### src/rtl/clk_div_multi.sv
// N-channel programmable clock divider / timebase: per-channel tick strobe,
// square-wave output and one-shot completion flag from a single system clock.
module clk_div_multi #(
  parameter int                        NUM_CH   = 3,
  parameter int                        CNT_W    = 28,
  parameter int                        CH_W     = 2,
  parameter logic [NUM_CH*CNT_W-1:0]   DEF_HALF = {28'd125000000, 28'd50000000, 28'd10000}
) (
  input  logic              clk,
  input  logic              rst,
  input  logic [NUM_CH-1:0] en,
  input  logic [NUM_CH-1:0] mode,
  input  logic              sync_clr,
  input  logic              load,
  input  logic [CH_W-1:0]   load_ch,
  input  logic [CNT_W-1:0]  load_val,
  output logic              load_err,
  output logic [NUM_CH-1:0] tick,
  output logic [NUM_CH-1:0] clk_out,
  output logic [NUM_CH-1:0] done
);

  logic [CNT_W-1:0]  cnt    [NUM_CH];
  logic [CNT_W-1:0]  active [NUM_CH];
  logic [CNT_W-1:0]  shadow [NUM_CH];
  logic [NUM_CH-1:0] running;
  logic [NUM_CH-1:0] tc;
  logic [NUM_CH-1:0] sel;
  logic [NUM_CH-1:0] reload;
  logic              load_ok;

  always_comb begin
    load_ok = load && (32'(load_ch) < NUM_CH) && (load_val != '0);
    running = '0;
    tc      = '0;
    sel     = '0;
    reload  = '0;
    for (int i = 0; i < NUM_CH; i++) begin
      running[i] = en[i] && !(mode[i] && done[i]);
      tc[i]      = running[i] && (cnt[i] == active[i] - CNT_W'(1));
      sel[i]     = load_ok && (32'(load_ch) == i);
      // active only changes at a phase boundary (a real tick) or while idle,
      // so a running half-period always completes with the value it began with.
      reload[i]  = (tc[i] && !sync_clr) || !running[i];
    end
  end

  always_ff @(posedge clk or posedge rst) begin
    if (rst) begin
      load_err <= 1'b0;
      tick     <= '0;
      clk_out  <= '0;
      done     <= '0;
      for (int i = 0; i < NUM_CH; i++) begin
        cnt[i]    <= '0;
        active[i] <= DEF_HALF[i*CNT_W +: CNT_W];
        shadow[i] <= DEF_HALF[i*CNT_W +: CNT_W];
      end
    end else begin
      load_err <= load && !load_ok;
      for (int i = 0; i < NUM_CH; i++) begin
        if (sel[i]) shadow[i] <= load_val;
        // A load landing on the reload edge bypasses the shadow register.
        if (reload[i]) active[i] <= sel[i] ? load_val : shadow[i];

        if (!en[i]) begin
          cnt[i]     <= '0;
          clk_out[i] <= 1'b0;
          tick[i]    <= 1'b0;
          done[i]    <= 1'b0;
        end else if (sync_clr) begin
          cnt[i]     <= '0;
          clk_out[i] <= 1'b0;
          tick[i]    <= 1'b0;
        end else if (tc[i]) begin
          cnt[i]  <= '0;
          tick[i] <= 1'b1;
          if (mode[i]) done[i] <= 1'b1;
          else         clk_out[i] <= ~clk_out[i];
        end else if (running[i]) begin
          cnt[i]  <= cnt[i] + CNT_W'(1);
          tick[i] <= 1'b0;
        end else begin
          tick[i] <= 1'b0;
        end
      end
    end
  end

endmodule

### config.mk
export PLATFORM = sky130hd
export DESIGN_NAME = clk_div_multi
export DESIGN_NICKNAME = d
export VERILOG_FILES = /design/src/rtl/clk_div_multi.sv
export SDC_FILE = /design/constraint.sdc
export NUM_CORES = 1
export LEC_CHECK = 0
export CAP_MARGIN = 5
export CORE_ASPECT_RATIO = 0.75
export CORE_UTILIZATION = 62
export CTS_BUF_LIST = sky130_fd_sc_hd__clkbuf_4
export DETAILED_ROUTE_END_ITERATION = 6
export HOLD_SLACK_MARGIN = 0.12
export PLACE_DENSITY = 0.92
export SYNTH_ARGS = -nofsm -noshare
export SYNTH_HDL_FRONTEND = slang
export SYNTH_SLANG_ARGS = --single-unit
### constraint.sdc
create_clock -name clk -period 19.9 [get_ports clk]
set_clock_uncertainty 0.05 [all_clocks]
set_input_delay 3.98 -clock clk [delete_from_list [all_inputs] [get_ports clk]]
set_output_delay 3.98 -clock clk [all_outputs]
set_load 0.02 [all_outputs]
## After elaboration in Yosys (flattened, before gate mapping)

Index checks and enable logic that the tools add are counted.

- Bits in latches: 0
- Memory bits (writable): 0
- Input bits: 40
- Memories: 0
- Bits in registers: 262
- Output and inout port bits: 10
- Memory bits (read-only): 0
- Logic and storage cells: 135

- Order comparisons: 1
- Reductions and logical operators: 37
- Eq/ne operators: 23
- Bitwise gates (word level): 3
- Divide/modulo/power cells: 0
- Add/subtract/negate cells: 6
- Shifts and indexed selects: 0
- Multipliers: 0
- Mux-type cells: 48

Operators with widths:

| operator | number |
|---|---|
| two-way mux 28 bit | 15 |
| adder 28 x 1 -> 28 bit (second input constant) | 3 |
| equality test 28 bit | 3 |
| subtractor 28 x 1 -> 28 bit (second input constant) | 3 |
| two-way mux 1 bit | 33 |
| nonzero test 28 bit | 1 |
| logical AND 1 bit | 18 |
| != test 2 x 1 -> 1 bit (second input constant) | 6 |
| != test 4 x 1 -> 1 bit (second input constant) | 3 |
| != test 3 x 1 -> 1 bit (second input constant) | 3 |
| != test 3 x 2 -> 1 bit (second input constant) | 3 |
| AND reduction 3 bit | 3 |
| logical NOT 1 bit | 8 |
| != test 2 bit (second input constant) | 3 |
| AND reduction 2 bit | 3 |
| logical OR 1 bit | 3 |
| NOT 1 bit | 3 |
| equality test 2 x 1 -> 1 bit (second input constant) | 1 |
| equality test 2 bit (second input constant) | 1 |
| logical NOT 2 bit | 1 |
| less-than comparator 2 bit (second input constant) | 1 |

## Logic depth before layout (Yosys ltp)

Gate-level depths: netlist of the first run.

- Depth after elaboration: 7
- Gate-level depth with buffers: 12
- Mapped depth without buffers: 10

## Worst setup path before layout of the first run

OpenSTA, ideal clock, no wires.

- Path type: input port to flip-flop
- Start: input en[0]
- End: register active[57] (netlist name)
- Arrival time: 6.876 ns
- Setup time: 0.125 ns
- Stages: 9
- Path slack: 12.849 ns
- Data required time: 19.725 ns
- Path buffers: 1
- Path through: a21boi_0 nand3_1 nor4_1 o211ai_1 or4_1 or4b_1 o31ai_4 buf_6 mux2_2

- Word-level cells in the longest chain between the ends: 4
- Elaborated cells on any way between the ends: 5
- Those cells by class: reduce/logical: 5

RTL lines:

| what | line | text |
|---|---|---|
| start, declared | 11 | `input logic [NUM_CH-1:0] en,` |
| logical AND 1 bit * | 39 | `running[i] = en[i] && !(mode[i] && done[i]);` |
| logical AND 1 bit | 40 | `tc[i] = running[i] && (cnt[i] == active[i] - CNT_W'(1));` |
| logical AND 1 bit | 44 | `reload[i] = (tc[i] && !sync_clr) \|\| !running[i];` |
| logical OR 1 bit * | 44 |  |
| end signal, assigned by index | 56 | `active[i] <= DEF_HALF[i*CNT_W +: CNT_W];` |
| end signal, assigned by index | 64 | `if (reload[i]) active[i] <= sel[i] ? load_val : shadow[i];` |
| end, declared | 24 | `logic [CNT_W-1:0] active [NUM_CH];` |

Mark *: on every way between the ends. The rest lies on a longest branch, timed or not.
A chain may end at the register's enable or synchronous reset.

## Worst setup path after layout of the first run

- Start: input mode[0]
- End: register active[63] (netlist name)

- Word-level cells in the longest chain between the ends: 6
- Elaborated cells on any way between the ends: 7
- Those cells by class: reduce/logical: 7

RTL lines:

| what | line | text |
|---|---|---|
| start, declared | 12 | `input logic [NUM_CH-1:0] mode,` |
| logical AND 1 bit * | 39 |  |
| logical NOT 1 bit * | 39 |  |
| logical AND 1 bit * | 39 |  |
| logical AND 1 bit | 40 |  |
| logical AND 1 bit | 44 |  |
| logical OR 1 bit * | 44 |  |

Marks and branches as above.

==> results list, run 1 <==
- Vias after detailed routing: 10.80k
* Launching element type of the critical path: primary input
- The floorplan has 47 rows.
- Of the cells placed in the final design, the portion with a size suffix greater than 1 is 24.56%.
* Hold Fails Final Rpt: 0
- Number of instances in the synthesized netlist: 1293
- Global routing finished with a remaining overflow of 0.
- The die is 175.5 microns wide.
- Nets@finish: 1411
- Xor and xnor area share after synthesis: 11.23%
- In the global route stage, overall resource usage came out at 29.22%.
- After clock tree synthesis, the flow added hold-fix buffers numbering 0.
* Wire length of the first global-routing pass: 54.30 mm
* Antenna violations before repair: 1
- Area fraction in compound gates after synthesis: 6.274%
- TritonCTS built the clock tree.
- Top FF cell, synth: sky130_fd_sc_hd__dfrtp_1
- Final RePlAce weighted congestion: 0.9489
- After clock tree synthesis, the clock-pin slew on the worst setup and hold paths is 70 ps.
- Largest voltage drop on the vdd net: 41.70 uV
- The flow ran to the end, and the final reports show no timing, DRC or antenna violations.
- The final layout contains routed wiring with a total length of 33.28 mm.
- Multiplexer cells account for 13.73% of the synthesized area.
* Clock latency on the worst-skew pair: 700 ps
- A synthesized cell averages 10.83 sq um.
* Critical path start-end classification: primary input to flop
- Worst r2r src: active[28]
* Number of search-and-repair iterations in the first detailed-routing pass: 6
* Simple-gate share of the synthesized area: 18.64%
* Crit path max fanout: 28
* Initial standard-cell utilization of the core: 63.31%
- Worst min-delay path category: flop to flop
- The smallest clock period supported by the final layout is computed as 7185 ps.
* Total placed instance area: 14680 sq um
- The number of gates resized after CTS was 0.
- Rel. slew slack: 17.74%
* Final antenna-violating net count: 0
- Setup violations remaining at the end of the flow were counted as 0.
- After routing, the total negative slack on setup checks comes to 0 ps.
- Post-synthesis adder-cell area fraction: 0.5362%
* Transition time at the pin with the least slew margin: 1231 ps
* Detailed-placement wirelength estimate: 23.30 mm
- Pins over their slew limit: 0
- Setup crit end kind: flop
- Number of design-rule violations left by the first detailed-router iteration: 1103
* Fmax: 0.1392 GHz
- Summing the sequential cell areas from Yosys gives 47.37% of the chip area.
- Average wire per cell in the routed design: 19.44 microns
- Setup repair after global routing left no endpoint under its margin.
* Via count of the first global-routing pass: 10.73k
- Yosys mapped a number of flops with a built-in enable equal to 0.
- When the netlist entered floorplanning its net count stood at 1339.
* Area of the die: 23190 sq um
- Std-Cell Core Area: 22110 sq um
- Register bit total from synthesis: 262
* Main combinational cell family by area after synthesis: simple AND/OR/NAND/NOR gates
- Die Y: 132.1 microns
- WP data required: 20400 ps
- The clock passes through at most 3 buffers.
- Buffers added to address setup during post-CTS repair amount to 0.
* Last element of the critical path: active[63]
- In this run the power density over the cells is 92.04 nW/um^2.
- Using the TritonRoute via totals, the vias-per-cell ratio works out to 6.310.
- Static leakage: 6.113 nW
* Crit. Startpoint: mode[0]
- CTS H-Tree Depth: 2
- In this run the critical register-to-register path is captured at active[55].
* Buffer cell driving the clock tree root: sky130_fd_sc_hd__clkbuf_4
* Finished Cell Area: 15470 sq um
- Worst path arrival time: 7690 ps
* Number of violations of the max-capacitance limit: 0
* Layout fillers: 1537
* Top Ports: 50
* Clk sink count: 262
- Post-synthesis to final-layout area growth: 10.52%
- Of all flip-flops after synthesis, the portion carrying an async set or reset was 100.0%.
- Num CTS Buffers: 61
- Worst Reg2Reg Path Length in Cells: 10
- Period Utilization, post-route: 36.11%
* Warnings from Yosys: 0
* Setup slack, reg-to-reg: 15010 ps
- Mapped Area: 14000 sq um
* Maximum number of pins on one net before global-route repair: 124
- Yosys mapped the design onto 71 distinct sky130hd cell types.
- For this run, design rule violations remaining after detail routing come to 0.
- Port buffering added 49 buffers.
## power breakdown
group	switching (mW)	total (mW)	leakage, nW	internal (mW)
Sequential	0.0814	0.707	3.22	0.625
Combinational	0.148	0.288	2.42	0.140
Clock	0.223	0.430	0.472	0.206
## kinds of logic after synthesis
group,Yosys count
compound gates,116
xor+xnor,178
mux,171
buf+inv,68
fa+ha+maj,6
flops,262
simple gates,492
## cells in the mapped netlist, types with 7 or more instances
cell type                  number  share of area, %
sky130_fd_sc_hd__or4_1         16              0.86
sky130_fd_sc_hd__xnor2_1       96               6.0
sky130_fd_sc_hd__nand3b_1       7              0.38
sky130_fd_sc_hd__nor2b_1       11              0.49
sky130_fd_sc_hd__xor2_1        81               5.1
sky130_fd_sc_hd__nand2b_1      10              0.45
sky130_fd_sc_hd__nand3_1       46               1.6
sky130_fd_sc_hd__mux2_2       159                13
sky130_fd_sc_hd__dfstp_2       60                11
sky130_fd_sc_hd__nand4b_1       8              0.50
sky130_fd_sc_hd__dfrtp_1      202                36
sky130_fd_sc_hd__nand2_1       58               1.6
sky130_fd_sc_hd__buf_6          7              0.56
sky130_fd_sc_hd__o22ai_1       12              0.54
sky130_fd_sc_hd__nor2_1       144               3.9
sky130_fd_sc_hd__nor4_1        33               1.5
sky130_fd_sc_hd__nor3_1        44               1.6
sky130_fd_sc_hd__inv_1         20              0.54
sky130_fd_sc_hd__or3_1         17              0.76
sky130_fd_sc_hd__and3_1        18              0.80
sky130_fd_sc_hd__and4_1         8              0.50
sky130_fd_sc_hd__or2_2          8              0.36
sky130_fd_sc_hd__mux2_1         9              0.72
sky130_fd_sc_hd__clkbuf_1      38               1.0
sky130_fd_sc_hd__a21oi_1       14              0.50
sky130_fd_sc_hd__o21a_1         8              0.43
sky130_fd_sc_hd__o211ai_1       8              0.43
sky130_fd_sc_hd__nand4_1       36               1.6
sky130_fd_sc_hd__o21ai_0       11              0.39
## placed cells by master (no fill, tap or decap), types with 5 or more instances in the layout
master	instances
sky130_fd_sc_hd__and2_1	5
sky130_fd_sc_hd__clkbuf_4	88
sky130_fd_sc_hd__nor4_1	33
sky130_fd_sc_hd__nand2b_1	10
sky130_fd_sc_hd__a21oi_1	14
sky130_fd_sc_hd__nor2b_1	11
sky130_fd_sc_hd__nor3b_1	6
sky130_fd_sc_hd__inv_1	19
sky130_fd_sc_hd__xnor2_1	96
sky130_fd_sc_hd__nor3_1	44
sky130_fd_sc_hd__nand2_1	58
sky130_fd_sc_hd__dfstp_2	60
sky130_fd_sc_hd__or2_2	8
sky130_fd_sc_hd__dfrtp_1	202
sky130_fd_sc_hd__clkinv_1	15
sky130_fd_sc_hd__nand4b_1	8
sky130_fd_sc_hd__xor2_1	81
sky130_fd_sc_hd__o21ai_0	11
sky130_fd_sc_hd__nand3_1	46
sky130_fd_sc_hd__mux2_2	159
sky130_fd_sc_hd__nand4_1	36
sky130_fd_sc_hd__and3_1	18
sky130_fd_sc_hd__o311ai_0	6
sky130_fd_sc_hd__mux2_1	9
sky130_fd_sc_hd__nor2_1	144
sky130_fd_sc_hd__o211ai_1	8
sky130_fd_sc_hd__o22ai_1	12
sky130_fd_sc_hd__or4_1	16
sky130_fd_sc_hd__clkinv_2	9
sky130_fd_sc_hd__ha_1	6
sky130_fd_sc_hd__nand3b_1	7
sky130_fd_sc_hd__and4_1	8
sky130_fd_sc_hd__buf_4	7
sky130_fd_sc_hd__or3_1	17
sky130_fd_sc_hd__clkdlybuf4s50_1	49
sky130_fd_sc_hd__o21a_1	8
## cell type report
| cell class | count | area [sq um] | share of cell area, % |
|---|---|---|---|
| inverters | 20 | 82.58 | 0.5337 |
| diodes | 1 | 2.502 | 0.01617 |
| repair buffers | 57 | 548.0 | 3.542 |
| well taps | 294 | 367.9 | 2.377 |
| flip-flops and latches | 262 | 6631 | 42.86 |
| clock inverters | 27 | 121.4 | 0.7844 |
| multi-input cells | 963 | 7058 | 45.62 |
| clock buffers | 88 | 660.6 | 4.270 |
## how the worst min path moves through the flow
| stage | end | start | depth (start not counted) |
|---|---|---|---|
| after floorplan | shadow[28] | shadow[28] | 1 |
| after global placement | shadow[55] | shadow[55] | 1 |
| after detailed placement | shadow[33] | shadow[33] | 1 |
| after CTS | shadow[33] | shadow[33] | 1 |
| after global routing | shadow[3] | shadow[3] | 1 |
| final | shadow[33] | shadow[33] | 1 |
## stage by stage
step	instances	setup WS, ps	power, mW	hold WS (ps)	utilization (%)
after global placement	1595	12110	0.9696	424.8	66.40
after floorplan	1293	8757	0.9069	416.8	-
final	1712	12710	1.424	445.0	69.98
after CTS	1710	12770	1.424	447.2	69.94
after global routing	1712	12600	1.495	459.4	69.98
after detailed placement	1595	12040	0.9932	432.0	66.40
## worst max-delay path, cell delays in order
cell and delay, ps:
sky130_fd_sc_hd__clkdlybuf4s50_1 490, sky130_fd_sc_hd__a21boi_0 530, sky130_fd_sc_hd__nand3_1 170, sky130_fd_sc_hd__nor4_1 270, sky130_fd_sc_hd__o211ai_1 110, sky130_fd_sc_hd__or4_1 520
sky130_fd_sc_hd__or4b_1 580, sky130_fd_sc_hd__o31ai_4 260, sky130_fd_sc_hd__buf_4 390, sky130_fd_sc_hd__mux2_1 390
## flip-flops by register name, indices dropped and copies added (netlist names)
signal	flops
active	84
clk_out	3
cnt	84
tick	3
load_err	1
done	3
shadow	84
## routing by layer
| metal | vias up | GRT usage, % | share of wire, % |
|---|---|---|---|
| li1 | 4857 | - | - |
| met1 | 5326 | 40.92 | 42 |
| met2 | 531 | 45.17 | 46 |
| met3 | 88 | 6.776 | 9.3 |
| met4 | 0 | 9.469 | 2.4 |
| met5 | - | 0 | 0 |
(Power assumes the default switching activity.)
==> run 2: changes to the inputs <==
Settings changed: CORE_UTILIZATION 62 to 58, PLACE_DENSITY 0.92 to 0.9.
Clock period 19.9 ns to 6.1 ns, I/O delays scaled along.
==> results list, run 2 (synthesis results as in run 1) <==
* Via count of the first global-routing pass: 10.75k (+0.22%)
- The number of buffers created by CTS is 66 (+8.2%).
* GRT Max-Usage Layer: met2
- The number of stages on the worst hold path was 1 (unchanged).
- The final critical path takes up 81.56% of the cycle.
* Total placed instance area: 14690 sq um (about the same)
- Std-Cell Core Area: 23360 sq um (+5.7%)
- The worst voltage drop across the vdd grid is 140.7 uV (+240%).
- The first-iteration detailed-routing DRC count was 986 (-11%).
- The instance count after placement with tap cells included is 1600 (+0.31%).
- The met3 track utilization from global routing was 6.865% (+0.089 points).
- RSZ-0062 raised after global routing: false
* Cell internal pwr: 3.329 mW (+240%)
- The transition time of the tightest slew-check pin was 1243 ps (+12.38 ps).
* Rel. slew slack: 16.91% (-0.83 points)
- Leading cell type in the layout, fill and taps excluded: sky130_fd_sc_hd__dfrtp_1
- Top Ports: 50 (unchanged)
- The starting utilization of the core area came to 59.92% (-3.4 points).
- Worst min-delay path category: flop to flop
* Hold Fails Final Rpt: 0 (unchanged)
- The clock insertion delay at the later pin of the skew report came to 710 ps (about the same).
* Vias after detailed routing: 10.69k (-1.0%)
* Cts hold-fix bufs: 0 (unchanged)
- Most frequent cells in the layout: sky130_fd_sc_hd__dfrtp_1 (202), sky130_fd_sc_hd__mux2_2 (159), sky130_fd_sc_hd__nor2_1 (144)
- The number of nets in the final layout was 1415 (+0.28%).
- The least setup slack across all paths after layout was 1125 ps (-11590 ps).
- The length in cells of the worst reg-to-reg path is 10 (unchanged).
- From synthesis to final layout, the design area changed by 11.30%.
- The detailed-route DRC error count was 0 (unchanged).
- The average wire length per cell after detail routing is 19.44 microns (about the same).
- Buffers from clock root to sink, at most: 3 (unchanged)
* Number of standard-cell rows in the floorplan: 48 (+2.1%)
* GR Util met1: 38.54% (-2.4 points)
- The post-layout instance area came to 15580 sq um (+0.70%).
- Switching power: 1.498 mW (+230%)
- Power after layout: 4.827 mW (+240%)
* Maximum number of pins on one net before global-route repair: 167 (+35%)
* Worst r2r src: active[28]
- Horizontal die dimension: 181.4 microns (+3.4%)
- The share of post-route cells with drive strength above 1 came to 24.91% (+0.35 points).
* Switching Fraction: 31.03% (-0.73 points)
- CTS placed an instance of sky130_fd_sc_hd__clkbuf_4 at the clock tree root.
* Final setup violation count: 0 (unchanged)
* Area of the die: 24770 sq um (+6.8%)
* Setup slack, reg-to-reg: 1120 ps (-13890 ps)
- TritonCTS built the clock tree.
- Total routed wirelength: 33.47 mm (+0.57%)
* Post-route worst hold slack: 443.3 ps (-1.707 ps)
- The count of placed standard cells in the final layout, fillers left out is 1722 (+0.58%).
- Critical hold path startpoint: shadow[54]
- Subtracting the final worst setup slack from the clock period gives 4975 ps.
- The required time at the worst-slack endpoint was 6580 ps (-13820 ps).
- The critical path data arrival time came to 5460 ps (-2230 ps).
* Wire length of the first global-routing pass: 54.62 mm (+0.60%)
- Congestion Overflow GR: 0 (unchanged)
* Number of violations of the max-capacitance limit: 0 (unchanged)
- Crit path max fanout: 28 (unchanged)
- Status: finished clean
- The number of vias per cell after detailed routing came to 6.207 (-1.6%).
* Total Negative Setup Slacks: 0 ps (unchanged)
- The path with the worst hold slack has its endpoint at shadow[54].
- Setup crit end kind: flop
* Power share of the sequential group: 47.9% (-1.7 points)
- The worst slack after detailed placement was 966.5 ps (-11070 ps).
- By startpoint and endpoint, the worst setup path is classified as flop to flop.
* Biggest regs: active x84, cnt x84, shadow x84
- Number of search-and-repair iterations in the first detailed-routing pass: 6 (unchanged)
* Launching element type of the critical path: flop
- The number of antenna-violating nets in the routed design is 0 (unchanged).
* Pins over their slew limit: 0 (unchanged)
- Die Y: 136.5 microns (+3.3%)
- Post-cts sizing count: 0 (unchanged)
* Combinational share of power: 19.4% (-0.8 points)
* CTS H-Tree Depth: 3 (+1)
- Detailed-placement wirelength estimate: 23.08 mm (-0.96%)
- Met2 Track Usage GR: 43.57% (-1.6 points)
- Number of buffers added on ports: 49 (unchanged)
* GRT Overall Usage: 27.93% (-1.3 points)
* Post-Route Utilization: 66.69% (-3.3 points)
- The number of buffers inserted by post-CTS setup repair came to 0 (unchanged).
- The clock sink total is 262 (unchanged).
- The power density over cell area is 309.8 nW/um^2 (+240%).
- Antenna violations before repair: 1 (unchanged)
- The global placement routability congestion was 0.9180 (-3.3%).
- In this run the critical register-to-register path is captured at active[54].
* Fmax: 0.2010 GHz
- The clock-pin slew on the worst setup and hold paths came to 70 ps (about the same).
- The relative contribution of the clock network to total power is 32.7% (+2.5 points).
- Static leakage: 6.159 nW (+0.76%)
[run 2: worst max-delay path: stages, from the launching register on]
cell	delay, ps
sky130_fd_sc_hd__dfrtp_1	440
sky130_fd_sc_hd__inv_1	90
sky130_fd_sc_hd__ha_1	200
sky130_fd_sc_hd__or4b_2	760
sky130_fd_sc_hd__or4_1	690
sky130_fd_sc_hd__o211ai_1	250
sky130_fd_sc_hd__nand2_1	90
sky130_fd_sc_hd__nor4b_1	690
sky130_fd_sc_hd__nand4bb_2	330
sky130_fd_sc_hd__o21ai_4	800
sky130_fd_sc_hd__mux2_2	420
[run 2: how the worst max path moves through the flow]
stage,start,end
2_1_floorplan,rst,active[0]
3_3_place_gp,en[0],active[83]
3_5_place_dp,en[0],active[78]
4_1_cts,active[28],active[54]
5_1_grt,active[28],active[46]
6_report,active[28],active[54]
[run 2: power groups by stage]
| stage | Clock, mW | Combinational (mW) | Sequential (mW) |
|---|---|---|---|
| 2_1_floorplan | 0 | 0.745 | 2.21 |
| 3_3_place_gp | 0 | 0.863 | 2.30 |
| 5_1_grt | 1.70 | 1.02 | 2.34 |
| 6_report | 1.58 | 0.939 | 2.31 |
| 3_5_place_dp | 0 | 0.914 | 2.32 |
| 4_1_cts | 1.60 | 0.928 | 2.30 |
[run 2: cell type report]
class / count / area, sq um
fillers: 1631 / 7781
multi-input cells: 963 / 7058
flip-flops and latches: 262 / 6631
clock buffers: 99 / 743.2
repair buffers: 56 / 553.0
well taps: 300 / 375.4
clock inverters: 21 / 138.9
inverters: 20 / 78.83
diodes: 1 / 2.502
[run 2: layer usage]
metal / vias up / routed length [microns] / part of all wire, %
li1: 4843 / - / -
met1: 5270 / 14500 / 43
met2: 489 / 15300 / 46
met3: 85 / 2907 / 8.7
met4: 2 / 711 / 2.1
met5: - / 55 / 0.16
==> run 3: changes to the inputs <==
Settings changed: CORE_UTILIZATION 58 to 62, PLACE_DENSITY 0.9 to 0.92.
Clock period 6.1 ns to 4.76 ns, I/O delays scaled along.
==> results list, run 3 (synthesis results as in run 1) <==
- The transition time of the tightest slew-check pin is 997.8 ps (-245.5 ps).
- Worst min-delay path category: flop to flop
- The average wire length per cell after detail routing came to 20.24 microns (+4.1%).
- The end-of-flow core utilization came to 71.04% (+4.3 points).
- Initial standard-cell utilization of the core: 63.31% (+3.4 points)
- The number of detailed-routing iterations run before antenna repair is 5 (-1).
- The worst slew margin relative to its limit is 32.97% (+16 points).
* Antenna violations before repair: 1 (unchanged)
- Most frequent cells in the layout: sky130_fd_sc_hd__dfrtp_1 (202), sky130_fd_sc_hd__mux2_2 (159), sky130_fd_sc_hd__nor2_1 (144)
- The instance area after placement is 14830 sq um (+0.95%).
* Setup crit end kind: flop
- Period Utilization, post-route: 94.74% (+13 points)
* Final setup violation count: 0 (unchanged)
- Pre-CTS setup slack: 209.0 ps (-757.5 ps)
- Worst Reg2Reg Path Length in Cells: 11 (+1)
- The number of stages on the worst hold path came to 1 (unchanged).
* Maximum number of pins on one net before global-route repair: 87 (-48%)
- The run finished with clean final reports.
- Number of design-rule violations left by the first detailed-router iteration: 1101 (+12%)
* RSZ-0062 raised after global routing: false
* Post-cts sizing count: 0 (unchanged)
- The reported leakage power came to 6.236 nW (+1.2%).
- Worst path arrival time: 5000 ps (-460 ps)
* Finished Cell Area: 15710 sq um (+0.81%)
- The share of post-route cells with drive strength above 1 came to 25.64% (+0.73 points).
- The number of buffers and inverters on the critical path was 2 (+1).
- The number of hold violations in the final report came to 0 (unchanged).
- The slowest stage of the critical path belongs to the cell sky130_fd_sc_hd__or4b_2.
* Power after layout: 6.199 mW (+28%)
* Clock latency on the worst-skew pair: 690 ps (-20 ps)
- Worst r2r src: active[28]
- Relative to the synthesized area, the layout overhead comes to 12.20%.
* Cts hold-fix bufs: 0 (unchanged)
* Crit path max fanout: 28 (unchanged)
- Layout fillers: 1473 (-9.7%)
* Pins over their slew limit: 0 (unchanged)
- The via count of the first global-routing pass was 11.07k (+2.9%).
* Endpoint, Worst Hold: shadow[29]
- Total routed wirelength: 35.02 mm (+4.6%)
* Fmax: 0.2218 GHz (+10%)
- Leading cell type in the layout, fill and taps excluded: sky130_fd_sc_hd__dfrtp_1
- Setup slack, reg-to-reg: 250 ps (-870 ps)
- The clock sink total came to 262 (unchanged).
- Biggest regs: active x84, cnt x84, shadow x84
- The count of pins on the block boundary came to 50 (unchanged).
- The number of antenna-violating nets in the routed design is 0 (unchanged).
- The required time at the worst-slack endpoint was 5250 ps (-1330 ps).
- Horizontal die dimension: 175.5 microns (-3.2%)
* Worst-case setup margin in the final layout: 250.5 ps (-874.1 ps)
- The number of placement rows came to 47 (-2.1%).
- Endpoint of the worst register-to-register path: active[52]
- The critical path goes through inv_1 > ha_1 > or4b_2 > or4_1 > nor2_1 > o22ai_1 > nor4b_1 > nand4bb_2 > o21ai_4 > buf_12 > mux2_2.
- CTS placed an instance of sky130_fd_sc_hd__clkbuf_4 at the clock tree root.
* Worst path top cell family by delay: simple AND/OR/NAND/NOR gates
- The maximum cell stage delay along the critical path is 760 ps (-40 ps).
- Number of buffers added on ports: 49 (unchanged)
* Detailed-placement wirelength estimate: 24.40 mm (+5.7%)
- The vertical die dimension came to 132.1 microns (-3.2%).
- Critical path start-end classification: flop to flop
- The global-route total usage across every layer came to 30.86% (+2.9 points).
- Critical hold path startpoint: shadow[29]
- The number of nets in the final layout was 1427 (+0.85%).
* Area of the die: 23190 sq um (-6.4%)
* Detailed-route DRC error count: 0 (unchanged)
* Num CTS Buffers: 66 (unchanged)
- The first-pass GRT wire length is 56.64 mm (+3.7%).
- Buffers from clock root to sink, at most: 3 (unchanged)
* Clock tree from TritonCTS: built
- Clock transition at the registers of the reported paths: 70 ps (about the same)
* CTS H-Tree Depth: 3 (unchanged)
- Tmin final: 4509 ps (-465.9 ps)
* Number of violations of the max-capacitance limit: 0 (unchanged)
* Congestion Overflow GR: 0 (unchanged)
- Post-DR vias/cell: 6.336 (+2.1%)
* Power density of the placed cells: 394.7 nW/um^2 (+27%)
- Std-Cell Core Area: 22110 sq um (-5.4%)
* Final RePlAce weighted congestion: 0.9244 (+0.70%)
* Number of buffers inserted to repair setup after CTS: 0 (unchanged)
- Largest voltage drop on the vdd net: 214.8 uV (+53%)
- Vias after detailed routing: 10.96k (+2.5%)
- Total Negative Setup Slacks: 0 ps (unchanged)
* Launching element type of the critical path: flop
==> run 3: changes by cell type in the layout (fill, tap and decap cells not counted) <==
cell and delta:
sky130_fd_sc_hd__clkbuf_2 -1, sky130_fd_sc_hd__clkbuf_4 +3, sky130_fd_sc_hd__buf_4 +9, sky130_fd_sc_hd__inv_2 +1
sky130_fd_sc_hd__bufinv_16 -1, sky130_fd_sc_hd__buf_12 +4, sky130_fd_sc_hd__clkinv_2 -1
==> run 3: power breakdown <==
part / internal, mW / switching (mW)
registers: 2.61 / 0.352
logic: 0.598 / 0.644
clock network: 1.04 / 0.955
==> run 3: cell type report <==
| class | instances | area [sq um] | area share (%) |
|---|---|---|---|
| timing repair buffer | 68 | 695.7 | 4.429 |
| tap | 294 | 367.9 | 2.342 |
| clock inverter | 20 | 107.6 | 0.6850 |
| inverter | 20 | 78.83 | 0.5018 |
| antenna | 1 | 2.502 | 0.01593 |
| clock buffer | 102 | 765.7 | 4.875 |
| multi-input combinational | 963 | 7058 | 44.93 |
| sequential | 262 | 6631 | 42.22 |
==> run 3: worst max path at each step <==
stage | startpoint | to | slack (ps) | depth (start not counted)
floorplan | rst | active[0] | 350 | 1
global placement | mode[2] | cnt[9] | 300 | 10
detailed placement | mode[2] | cnt[16] | 210 | 10
CTS | active[28] | active[52] | 370 | 11
global route | active[28] | active[52] | 200 | 11
finish | active[28] | active[52] | 250 | 11
==> run 3: per-layer routing <==
| metal | up-vias | track usage [%] | routed length (microns) |
|---|---|---|---|
| met5 | - | 0 | 0 |
| met4 | 0 | 13.48 | 1238 |
| met3 | 124 | 8.045 | 3074 |
| met2 | 549 | 47.38 | 16260 |
| met1 | 5414 | 41.54 | 14450 |
| li1 | 4874 | - | - |
==> run 3: metrics by stage <==
step | cells | hold WS (ps)
2_1_floorplan | 1293 | 416.8
3_3_place_gp | 1607 | 425.0
3_5_place_dp | 1607 | 431.9
4_1_cts | 1729 | 447.3
5_1_grt | 1730 | 455.3
6_report | 1730 | 446.8
